$ cat src/rtl/cb_bitop_seq_pkg.sv
// Shared CPU definitions for the CB-prefixed bit-operation sequencer:
// FSM states, op classes, bit-ALU control codes, flag positions and operand codes.
package cb_bitop_seq_pkg;

  typedef enum logic [2:0] {
    ST_IDLE = 3'd0,
    ST_RD   = 3'd1,
    ST_EXEC = 3'd2,
    ST_WR   = 3'd3,
    ST_DONE = 3'd4
  } state_e;

  typedef enum logic [1:0] {
    OPC_ILLEGAL = 2'b00,
    OPC_BIT     = 2'b01,
    OPC_RES     = 2'b10,
    OPC_SET     = 2'b11
  } op_class_e;

  typedef enum logic [2:0] {
    ALU_RES = 3'b000,
    ALU_SET = 3'b001,
    ALU_BIT = 3'b111
  } alu_ctl_e;

  localparam int FLAG_Z = 7;
  localparam int FLAG_N = 6;
  localparam int FLAG_H = 5;
  localparam int FLAG_C = 4;

  localparam logic [2:0] OPND_HL = 3'd6;

  function automatic op_class_e op_class(input logic [7:0] opcode);
    return op_class_e'(opcode[7:6]);
  endfunction

  // Illegal ops never reach EXEC, so their mapping is irrelevant.
  function automatic alu_ctl_e alu_ctl(input op_class_e cls);
    case (cls)
      OPC_RES: return ALU_RES;
      OPC_SET: return ALU_SET;
      default: return ALU_BIT;
    endcase
  endfunction

endpackage

$ cat src/rtl/cb_bitop_seq_if.sv
// Request, register/flag writeback and memory bus signals of the CB bit-op sequencer.
interface cb_bitop_seq_if #(
  parameter int ADDR_W = 16
) ();

  logic              start;
  logic [7:0]        opcode;
  logic [7:0]        reg_rdata;
  logic [ADDR_W-1:0] hl;
  logic [7:0]        f_in;

  logic              mem_req;
  logic              mem_we;
  logic [ADDR_W-1:0] mem_addr;
  logic [7:0]        mem_wdata;
  logic [7:0]        mem_rdata;
  logic              mem_ack;

  logic              busy;
  logic              done;
  logic              err;
  logic              reg_we;
  logic [2:0]        reg_sel;
  logic [7:0]        reg_wdata;
  logic              f_we;
  logic [7:0]        f_out;

  modport slave (
    input  start, opcode, reg_rdata, hl, f_in, mem_rdata, mem_ack,
    output mem_req, mem_we, mem_addr, mem_wdata,
    output busy, done, err, reg_we, reg_sel, reg_wdata, f_we, f_out
  );

  modport master (
    output start, opcode, reg_rdata, hl, f_in, mem_rdata, mem_ack,
    input  mem_req, mem_we, mem_addr, mem_wdata,
    input  busy, done, err, reg_we, reg_sel, reg_wdata, f_we, f_out
  );

endinterface

$ cat src/rtl/cb_bitop_seq_bitalu.sv
// Combinational bit ALU: clear, set or test one bit of an 8-bit operand.
// BIT leaves the carry position at 0; the controller merges the held carry in.
module cb_bitop_seq_bitalu
  import cb_bitop_seq_pkg::*;
(
  input  logic [7:0] operand,
  input  logic [2:0] bit_idx,
  input  alu_ctl_e   ctl,
  output logic [7:0] result
);

  always_comb begin
    result = operand;
    case (ctl)
      ALU_RES: result[bit_idx] = 1'b0;
      ALU_SET: result[bit_idx] = 1'b1;
      ALU_BIT: begin
        result         = '0;
        result[FLAG_Z] = ~operand[bit_idx];
        result[FLAG_N] = 1'b0;
        result[FLAG_H] = 1'b1;
      end
      default: result = operand;
    endcase
  end

endmodule

$ cat src/rtl/cb_bitop_seq.sv
// Sequencer for CB-prefixed BIT/RES/SET ops on a register or on (HL) memory,
// with register/flag writeback in the DONE cycle and memory read-modify-write.
module cb_bitop_seq
  import cb_bitop_seq_pkg::*;
#(
  parameter int ADDR_W = 16
) (
  input logic            clk,
  input logic            reset,
  cb_bitop_seq_if.slave  bus
);

  state_e            state_q, state_d;
  logic [7:0]        opcode_q, opcode_d;
  logic [7:0]        operand_q, operand_d;
  logic [7:0]        result_q, result_d;
  logic              c_q, c_d;
  logic [ADDR_W-1:0] addr_q, addr_d;

  op_class_e  cls;
  logic       is_mem;
  alu_ctl_e   ctl;
  logic [7:0] alu_res;
  logic [7:0] exec_res;

  assign cls    = op_class(opcode_q);
  assign is_mem = (opcode_q[2:0] == OPND_HL);
  assign ctl    = alu_ctl(cls);

  cb_bitop_seq_bitalu u_bitalu (
    .operand (operand_q),
    .bit_idx (opcode_q[5:3]),
    .ctl     (ctl),
    .result  (alu_res)
  );

  // BIT keeps the caller's carry; the ALU only produces Z/N/H.
  always_comb begin
    exec_res = alu_res;
    if (cls == OPC_BIT) exec_res[FLAG_C] = c_q;
  end

  always_ff @(posedge clk) begin
    if (reset) begin
      state_q   <= ST_IDLE;
      opcode_q  <= '0;
      operand_q <= '0;
      result_q  <= '0;
      c_q       <= 1'b0;
      addr_q    <= '0;
    end else begin
      state_q   <= state_d;
      opcode_q  <= opcode_d;
      operand_q <= operand_d;
      result_q  <= result_d;
      c_q       <= c_d;
      addr_q    <= addr_d;
    end
  end

  always_comb begin
    state_d   = state_q;
    opcode_d  = opcode_q;
    operand_d = operand_q;
    result_d  = result_q;
    c_d       = c_q;
    addr_d    = addr_q;
    case (state_q)
      ST_IDLE: begin
        if (bus.start) begin
          opcode_d  = bus.opcode;
          operand_d = bus.reg_rdata;
          c_d       = bus.f_in[FLAG_C];
          addr_d    = bus.hl;
          if (op_class(bus.opcode) == OPC_ILLEGAL) state_d = ST_DONE;
          else if (bus.opcode[2:0] == OPND_HL)     state_d = ST_RD;
          else                                     state_d = ST_EXEC;
        end
      end
      ST_RD: begin
        if (bus.mem_ack) begin
          operand_d = bus.mem_rdata;
          state_d   = ST_EXEC;
        end
      end
      ST_EXEC: begin
        result_d = exec_res;
        state_d  = (is_mem && cls != OPC_BIT) ? ST_WR : ST_DONE;
      end
      ST_WR: begin
        if (bus.mem_ack) state_d = ST_DONE;
      end
      ST_DONE: state_d = ST_IDLE;
      default: state_d = ST_IDLE;
    endcase
  end

  // Data outputs are gated by their strobes so they read as zero when idle.
  always_comb begin
    bus.busy      = (state_q != ST_IDLE);
    bus.done      = (state_q == ST_DONE);
    bus.err       = (state_q == ST_DONE) && (cls == OPC_ILLEGAL);
    bus.mem_req   = (state_q == ST_RD) || (state_q == ST_WR);
    bus.mem_we    = (state_q == ST_WR);
    bus.mem_addr  = '0;
    bus.mem_wdata = '0;
    bus.reg_we    = 1'b0;
    bus.reg_sel   = '0;
    bus.reg_wdata = '0;
    bus.f_we      = 1'b0;
    bus.f_out     = '0;
    if (bus.mem_req) bus.mem_addr  = addr_q;
    if (bus.mem_we)  bus.mem_wdata = result_q;
    if (state_q == ST_DONE) begin
      if (!is_mem && (cls == OPC_RES || cls == OPC_SET)) begin
        bus.reg_we    = 1'b1;
        bus.reg_sel   = opcode_q[2:0];
        bus.reg_wdata = result_q;
      end
      if (cls == OPC_BIT) begin
        bus.f_we  = 1'b1;
        bus.f_out = result_q;
      end
    end
  end

endmodule

$ cat src/flat_wrapper.sv
// flat-port wrapper written by rule: the top's interface ports become plain ports
module cb_bitop_seq_flat import cb_bitop_seq_pkg::*;
#(
  parameter int ADDR_W = 16
)
  (clk, reset, bus_start, bus_opcode, bus_reg_rdata, bus_hl, bus_f_in, bus_mem_rdata, bus_mem_ack, bus_mem_req, bus_mem_we, bus_mem_addr, bus_mem_wdata, bus_busy, bus_done, bus_err, bus_reg_we, bus_reg_sel, bus_reg_wdata, bus_f_we, bus_f_out);
  cb_bitop_seq_if #(.ADDR_W(ADDR_W)) bus_i ();
  input logic clk;
  input logic reset;
  input wire logic [$bits(bus_i.start)-1:0] bus_start;
  input wire logic [$bits(bus_i.opcode)-1:0] bus_opcode;
  input wire logic [$bits(bus_i.reg_rdata)-1:0] bus_reg_rdata;
  input wire logic [$bits(bus_i.hl)-1:0] bus_hl;
  input wire logic [$bits(bus_i.f_in)-1:0] bus_f_in;
  input wire logic [$bits(bus_i.mem_rdata)-1:0] bus_mem_rdata;
  input wire logic [$bits(bus_i.mem_ack)-1:0] bus_mem_ack;
  output wire logic [$bits(bus_i.mem_req)-1:0] bus_mem_req;
  output wire logic [$bits(bus_i.mem_we)-1:0] bus_mem_we;
  output wire logic [$bits(bus_i.mem_addr)-1:0] bus_mem_addr;
  output wire logic [$bits(bus_i.mem_wdata)-1:0] bus_mem_wdata;
  output wire logic [$bits(bus_i.busy)-1:0] bus_busy;
  output wire logic [$bits(bus_i.done)-1:0] bus_done;
  output wire logic [$bits(bus_i.err)-1:0] bus_err;
  output wire logic [$bits(bus_i.reg_we)-1:0] bus_reg_we;
  output wire logic [$bits(bus_i.reg_sel)-1:0] bus_reg_sel;
  output wire logic [$bits(bus_i.reg_wdata)-1:0] bus_reg_wdata;
  output wire logic [$bits(bus_i.f_we)-1:0] bus_f_we;
  output wire logic [$bits(bus_i.f_out)-1:0] bus_f_out;
  assign bus_i.start = bus_start;
  assign bus_i.opcode = bus_opcode;
  assign bus_i.reg_rdata = bus_reg_rdata;
  assign bus_i.hl = bus_hl;
  assign bus_i.f_in = bus_f_in;
  assign bus_i.mem_rdata = bus_mem_rdata;
  assign bus_i.mem_ack = bus_mem_ack;
  assign bus_mem_req = bus_i.mem_req;
  assign bus_mem_we = bus_i.mem_we;
  assign bus_mem_addr = bus_i.mem_addr;
  assign bus_mem_wdata = bus_i.mem_wdata;
  assign bus_busy = bus_i.busy;
  assign bus_done = bus_i.done;
  assign bus_err = bus_i.err;
  assign bus_reg_we = bus_i.reg_we;
  assign bus_reg_sel = bus_i.reg_sel;
  assign bus_reg_wdata = bus_i.reg_wdata;
  assign bus_f_we = bus_i.f_we;
  assign bus_f_out = bus_i.f_out;
  cb_bitop_seq #(.ADDR_W(ADDR_W)) u_core (.clk(clk), .reset(reset), .bus(bus_i));
endmodule
$ cat config.mk
export PLATFORM = sky130hd
export DESIGN_NAME = cb_bitop_seq_flat
export DESIGN_NICKNAME = d
export VERILOG_FILES = /design/src/rtl/cb_bitop_seq_pkg.sv /design/src/rtl/cb_bitop_seq_if.sv /design/src/rtl/cb_bitop_seq_bitalu.sv /design/src/rtl/cb_bitop_seq.sv /design/src/flat_wrapper.sv
export SDC_FILE = /design/constraint.sdc
export NUM_CORES = 1
export LEC_CHECK = 0
export ABC_AREA = 0
export ABC_CLOCK_PERIOD_IN_PS = 1500
export CAP_MARGIN = 5
export CORE_MARGIN = 5
export CORE_UTILIZATION = 25
export DETAILED_ROUTE_END_ITERATION = 8
export PLACE_DENSITY_LB_ADDON = 0.1
export RECOVER_POWER = 50
export REMOVE_ABC_BUFFERS = 1
export SYNTH_ARGS = -nofsm -noshare
export SYNTH_HDL_FRONTEND = slang
export SYNTH_SLANG_ARGS = --single-unit
$ cat constraint.sdc
create_clock -name clk -period 1.5 [get_ports clk]
set_input_delay 0.3 -clock clk [delete_from_list [all_inputs] [get_ports clk]]
set_output_delay 0.3 -clock clk [all_outputs]
set_load 0.02 [all_outputs]
Word level (Yosys, flattened, before mapping) --
Cells that the tools add are included.
Word-level totals: output and inout port bits 50, ROM bits 0, bits in registers 44, input port bits 52, bits in writable memories 0, logic and storage cells 72, memories 0, latch bits 0
Operators by class: bitwise operators 4, $lt $le $gt $ge 2, reductions and logical operators 16, shift operators 0, muxes and demuxes 29, div/mod/pow operators 0, equality and inequality tests 15, $add $sub $neg 0, $mul 0
Operators by type and width (count):
- 2-to-1 mux 8 bit | 7
- case mux 8 bit (3 select lines) | 1
- 2-to-1 mux 3 bit | 7
- 2-to-1 mux 16 bit | 1
- case mux 8 bit (2 select lines) | 1
- equality test 3 bit (second input constant) | 4
- case mux 3 bit (4 select lines) | 1
- bitwise AND 8 bit | 1
- inverter 8 bit | 1
- bitwise OR 8 bit | 1
- 2-to-1 mux 1 bit | 7
- equality test 3 x 1 -> 1 bit (second input constant) | 2
- equality test 3 x 2 -> 1 bit (second input constant) | 2
- zero test 3 bit | 2
- != test 2 bit (second input constant) | 3
- case mux 3 bit (2 select lines) | 1
- AND reduction 3 bit | 2
- equality test 2 bit (second input constant) | 2
- logical AND 1 bit | 4
- zero test 2 bit | 2
- < comparator 3 x 4 -> 1 bit (second input constant) | 1
- binary-select mux 1 bit (select 3 bit) | 1
- demux 1 bit (select 3 bit) | 1
- greater-or-equal comparator 3 x 1 -> 1 bit (second input constant) | 1
- other kinds (9) | 10

Logic depth before layout (Yosys ltp) --
word-level depth 8, gate-level depth with buffers 7, mapped depth without buffers 4

Hierarchy --
Synthesis repeated with hierarchy kept, for this count alone.
Unflattened totals: cells, all modules 316, area total of the unflattened synthesis 2419.8 um^2
Modules (own cells, without submodules):
- cb_bitop_seq | cells an instance 260, sequential area each 880.8 um^2, times used 1, area an instance 2087.0 um^2
- cb_bitop_seq_bitalu | cells an instance 56, sequential area each 0.0 um^2, times used 1, area an instance 332.8 um^2

Worst setup path before layout --
OpenSTA, ideal clock, no wires.
path kind reg2out, start reg u_core.state_q[1], end out bus_reg_sel[1], arrival 1.562 ns, path buffers 2, required time 1.200 ns, slack -0.362 ns, stages on the path, launching flop included 7, cell sequence dfxtp_1 > buf_2 > nor2_1 > and2_1 > and3_1 > buf_2 > and2_1
Between the ends: longest elaborated chain between the ends 2
Ends and longest elaborated chain:
- start: declaration | RTL line cb_bitop_seq.sv:13 | state_e state_q, state_d;
- start signal: assignment | RTL line cb_bitop_seq.sv:52 | state_q <= state_d;
- equality test 3 bit
- named net bus_done | RTL line flat_wrapper.sv:22 | output wire logic [$bits(bus_i.done)-1:0] bus_done;
- 2-to-1 mux 3 bit | RTL line cb_bitop_seq.sv:114 | if (state_q == ST_DONE) begin
- end: declaration | RTL line flat_wrapper.sv:25 | output wire logic [$bits(bus_i.reg_sel)-1:0] bus_reg_sel;
The timed path passes the listed nets, and every way through them passes these cells.

Worst setup path after layout --
start reg u_core.state_q[0], end out bus_mem_wdata[4]
Between the ends: longest elaborated chain between the ends 2
Ends and longest elaborated chain:
- equality test 3 x 2 -> 1 bit | RTL line cb_bitop_seq.sv:104 | bus.mem_we = (state_q == ST_WR);
- 2-to-1 mux 8 bit | RTL line cb_bitop_seq.sv:113 | if (bus.mem_we) bus.mem_wdata = result_q;
- end: declaration | RTL line flat_wrapper.sv:20 | output wire logic [$bits(bus_i.mem_wdata)-1:0] bus_mem_wdata;
No other way between the ends.

==> metrics <==
Post-DP Area 3498 um^2; critical path, cell by cell buf_6 > nor2b_4 > buf_6 > buf_6 > and3_1 > buf_6; Internal 2463 uW; Via density 4.665; Setup violations, final 88; crit path DAT 1.49 ns; CTS buffer count 5; worst skew pair latency 0.30 ns; Post-Syn Area 2298 um^2; I/O pins 102; PortBufs 94; WL/cell 16.38 um; first-pass GRT wire length 12700 um; Hold Buf Count CTS 0; initial antenna violation count 0; worst hold slack 0.4560 ns; Comb pwr share 32.0%; effective utilization at floorplan 25.23%; worst-margin pin slew 0.4878 ns; Area growth syn-to-layout 107.0%; Post-synth EDFFs 0; PD cells 729.7 nW/um^2; Crit Path Class reg -> out; Site Rows 35; RSZ-0062 raised after global routing yes; clk buf depth 2; Post-DRT Antenna Nets 0; H-Tree Depth 2; Startpoint Class flop; status complete, but fails checks; CTS tree built; number of failing hold endpoints at the final stage 0; Max Fanout on Critical Path 5; WP data required 1.20 ns; core box area 9109 um^2; die width 105.9 um; drt drc 0; Final TNS setup -15.38 ns; share of the cycle needed by the critical path after routing 119.2%; max-slew violation count 0; die area 11210 um^2; Iter 0 DRT Violations 75; yosys warns 0; largest net degree at the start of global routing 32; commonest cells after routing, fill and taps aside 70 x buf_6, 44 x clkdlybuf4s50_1, 38 x dfxtp_1; vias in the first global route 2450; cell area after layout 4758 um^2; fmax 559.2 MHz; CP max stage delay 0.37 ns; max cap viols 0; Via Count 2510; top_reg_cell synth dfxtp_1; fin nets 478; Mapped Cells 284; Antenna diodes 0; drt total wl 8814 um; Worst Hold Class reg -> reg; clock sink total 44; Placed Cells 492; most used cell along the critical path buf_6; commonest non-fill, non-tap cell in the layout buf_6; Total GRT Usage 14.30%; CTS Root Cell clkbuf_8; Seq/Total Area, Yosys 38.32%; Slew headroom 67.48%; detailed placement HPWL 5147 um; unique cell type count in the Yosys netlist 32; die extent in y 105.9 um; clock power share 29.3%; minimum clock period 1.788 ns; Async SR Flop Fraction 0%; Sw Ratio 29.06%; slowest CP cell dfxtp_2; crit end category primary output; Psw 1009 uW; Post-Syn Area per Cell 8.093 um^2; final cell count without fillers 538; Leak 0.002014 uW; clk_skew 0.01062 ns; drt pass-1 iters 4; fin worst setup slack -0.2881 ns; share of layout cells above drive strength 1 60.89%; GRT overflow 0; GP Congestion 0.7800; flops & latches, synth 44; worst vdd ir 0.3367 mV; failing checks negative setup slack; clk slew on worst S/H paths 0.09 ns; share of power burned in registers 38.7%
==> Yosys cell counts (2+ instances only) <==
cell type  number  area share, %
and2_1         36            9.8
and3_1         11            3.0
nor2_1         20            3.3
a211oi_2        2            1.1
mux2_2          3            1.5
mux4_2          2            2.0
dfxtp_1        44             38
clkbuf_1       14            2.3
nor2b_1         4            1.1
a211oi_1        7            2.3
nand2_1        55            9.0
nor3b_1         6            2.0
buf_4           2           0.65
nor3_1          5            1.1
nand3b_1        5            1.6
mux2i_1        15            6.5
a2bb2oi_1       5            1.9
buf_2           6            1.3
o21ai_0         3           0.65
a21oi_1        27            5.9
==> sequential cells by signal (all words and copies together), names as in the netlist <==
name,cells
u_core.operand_q,8
u_core.state_q,3
u_core.result_q,8
u_core.opcode_q,8
u_core.c_q,1
u_core.addr_q,16
==> power groups by stage <==
| stage | clock [uW] | combinational (uW) | sequential [uW] |
|---|---|---|---|
| floorplan | 0 | 307 | 1350 |
| global placement | 0 | 643 | 1350 |
| detailed placement | 0 | 646 | 1360 |
| CTS | 1030 | 803 | 1340 |
| global route | 1080 | 1190 | 1360 |
| finish | 1020 | 1110 | 1340 |
==> what timing repair did <==
item                       CTS  global route
resized for setup          380           127
cloned                       8             5
setup buffers               18            10
setup endpoints to repair   84            94
pin swaps                   27            62
==> layout make-up <==
type | count | area (um^2)
timing repair buffer | 156 | 1712
tap | 111 | 138.9
fill | 862 | 4350
sequential | 44 | 895.9
multi-input combinational | 219 | 1886
clock inverter | 1 | 30.03
clock buffer | 7 | 96.34
==> critical path, delay by kind of cell, from the launching register on <==
kind | cells | cell delay [ns]
simple gates | 2 | 0.35
flops | 1 | 0.37
buf+inv | 4 | 0.46
==> through the flow <==
step / util [%] / setup WS, ns / total power (uW)
finish: 52.24 / -0.2881 / 3472
global route: 52.24 / -0.3511 / 3625
CTS: 45.12 / -0.2702 / 3173
detailed placement: 38.41 / -0.5649 / 2002
global placement: 38.41 / -0.5513 / 1997
floorplan: - / -0.6980 / 1661
==> path summary, 6_finish.rpt <==
kind	start	slack, ns	endpoint	cells past startpoint
max	u_core.state_q[0]	-0.29	bus_mem_wdata[4]	6
min	u_core.c_q	0.46	u_core.c_q	2
max reg2reg	u_core.state_q[0]	-0.17	u_core.state_q[1]	7
min reg2reg	u_core.c_q	0.46	u_core.c_q	2
==> cell families after synthesis <==
group           synth area share (%)
flops                          38.32
simple gates                   33.04
buf+inv                        4.899
mux                            9.961
compound gates                 13.77
==> routing by layer <==
layer  routed length (um)  vias up  global-route usage [%]
met4                   65        0                   2.775
met5                    0        -                       0
li1                     -     1252                       -
met2                 4336       51                   24.64
met3                  329        4                   3.123
met1                 4083     1203                   18.41
(Power assumes the default switching activity.)
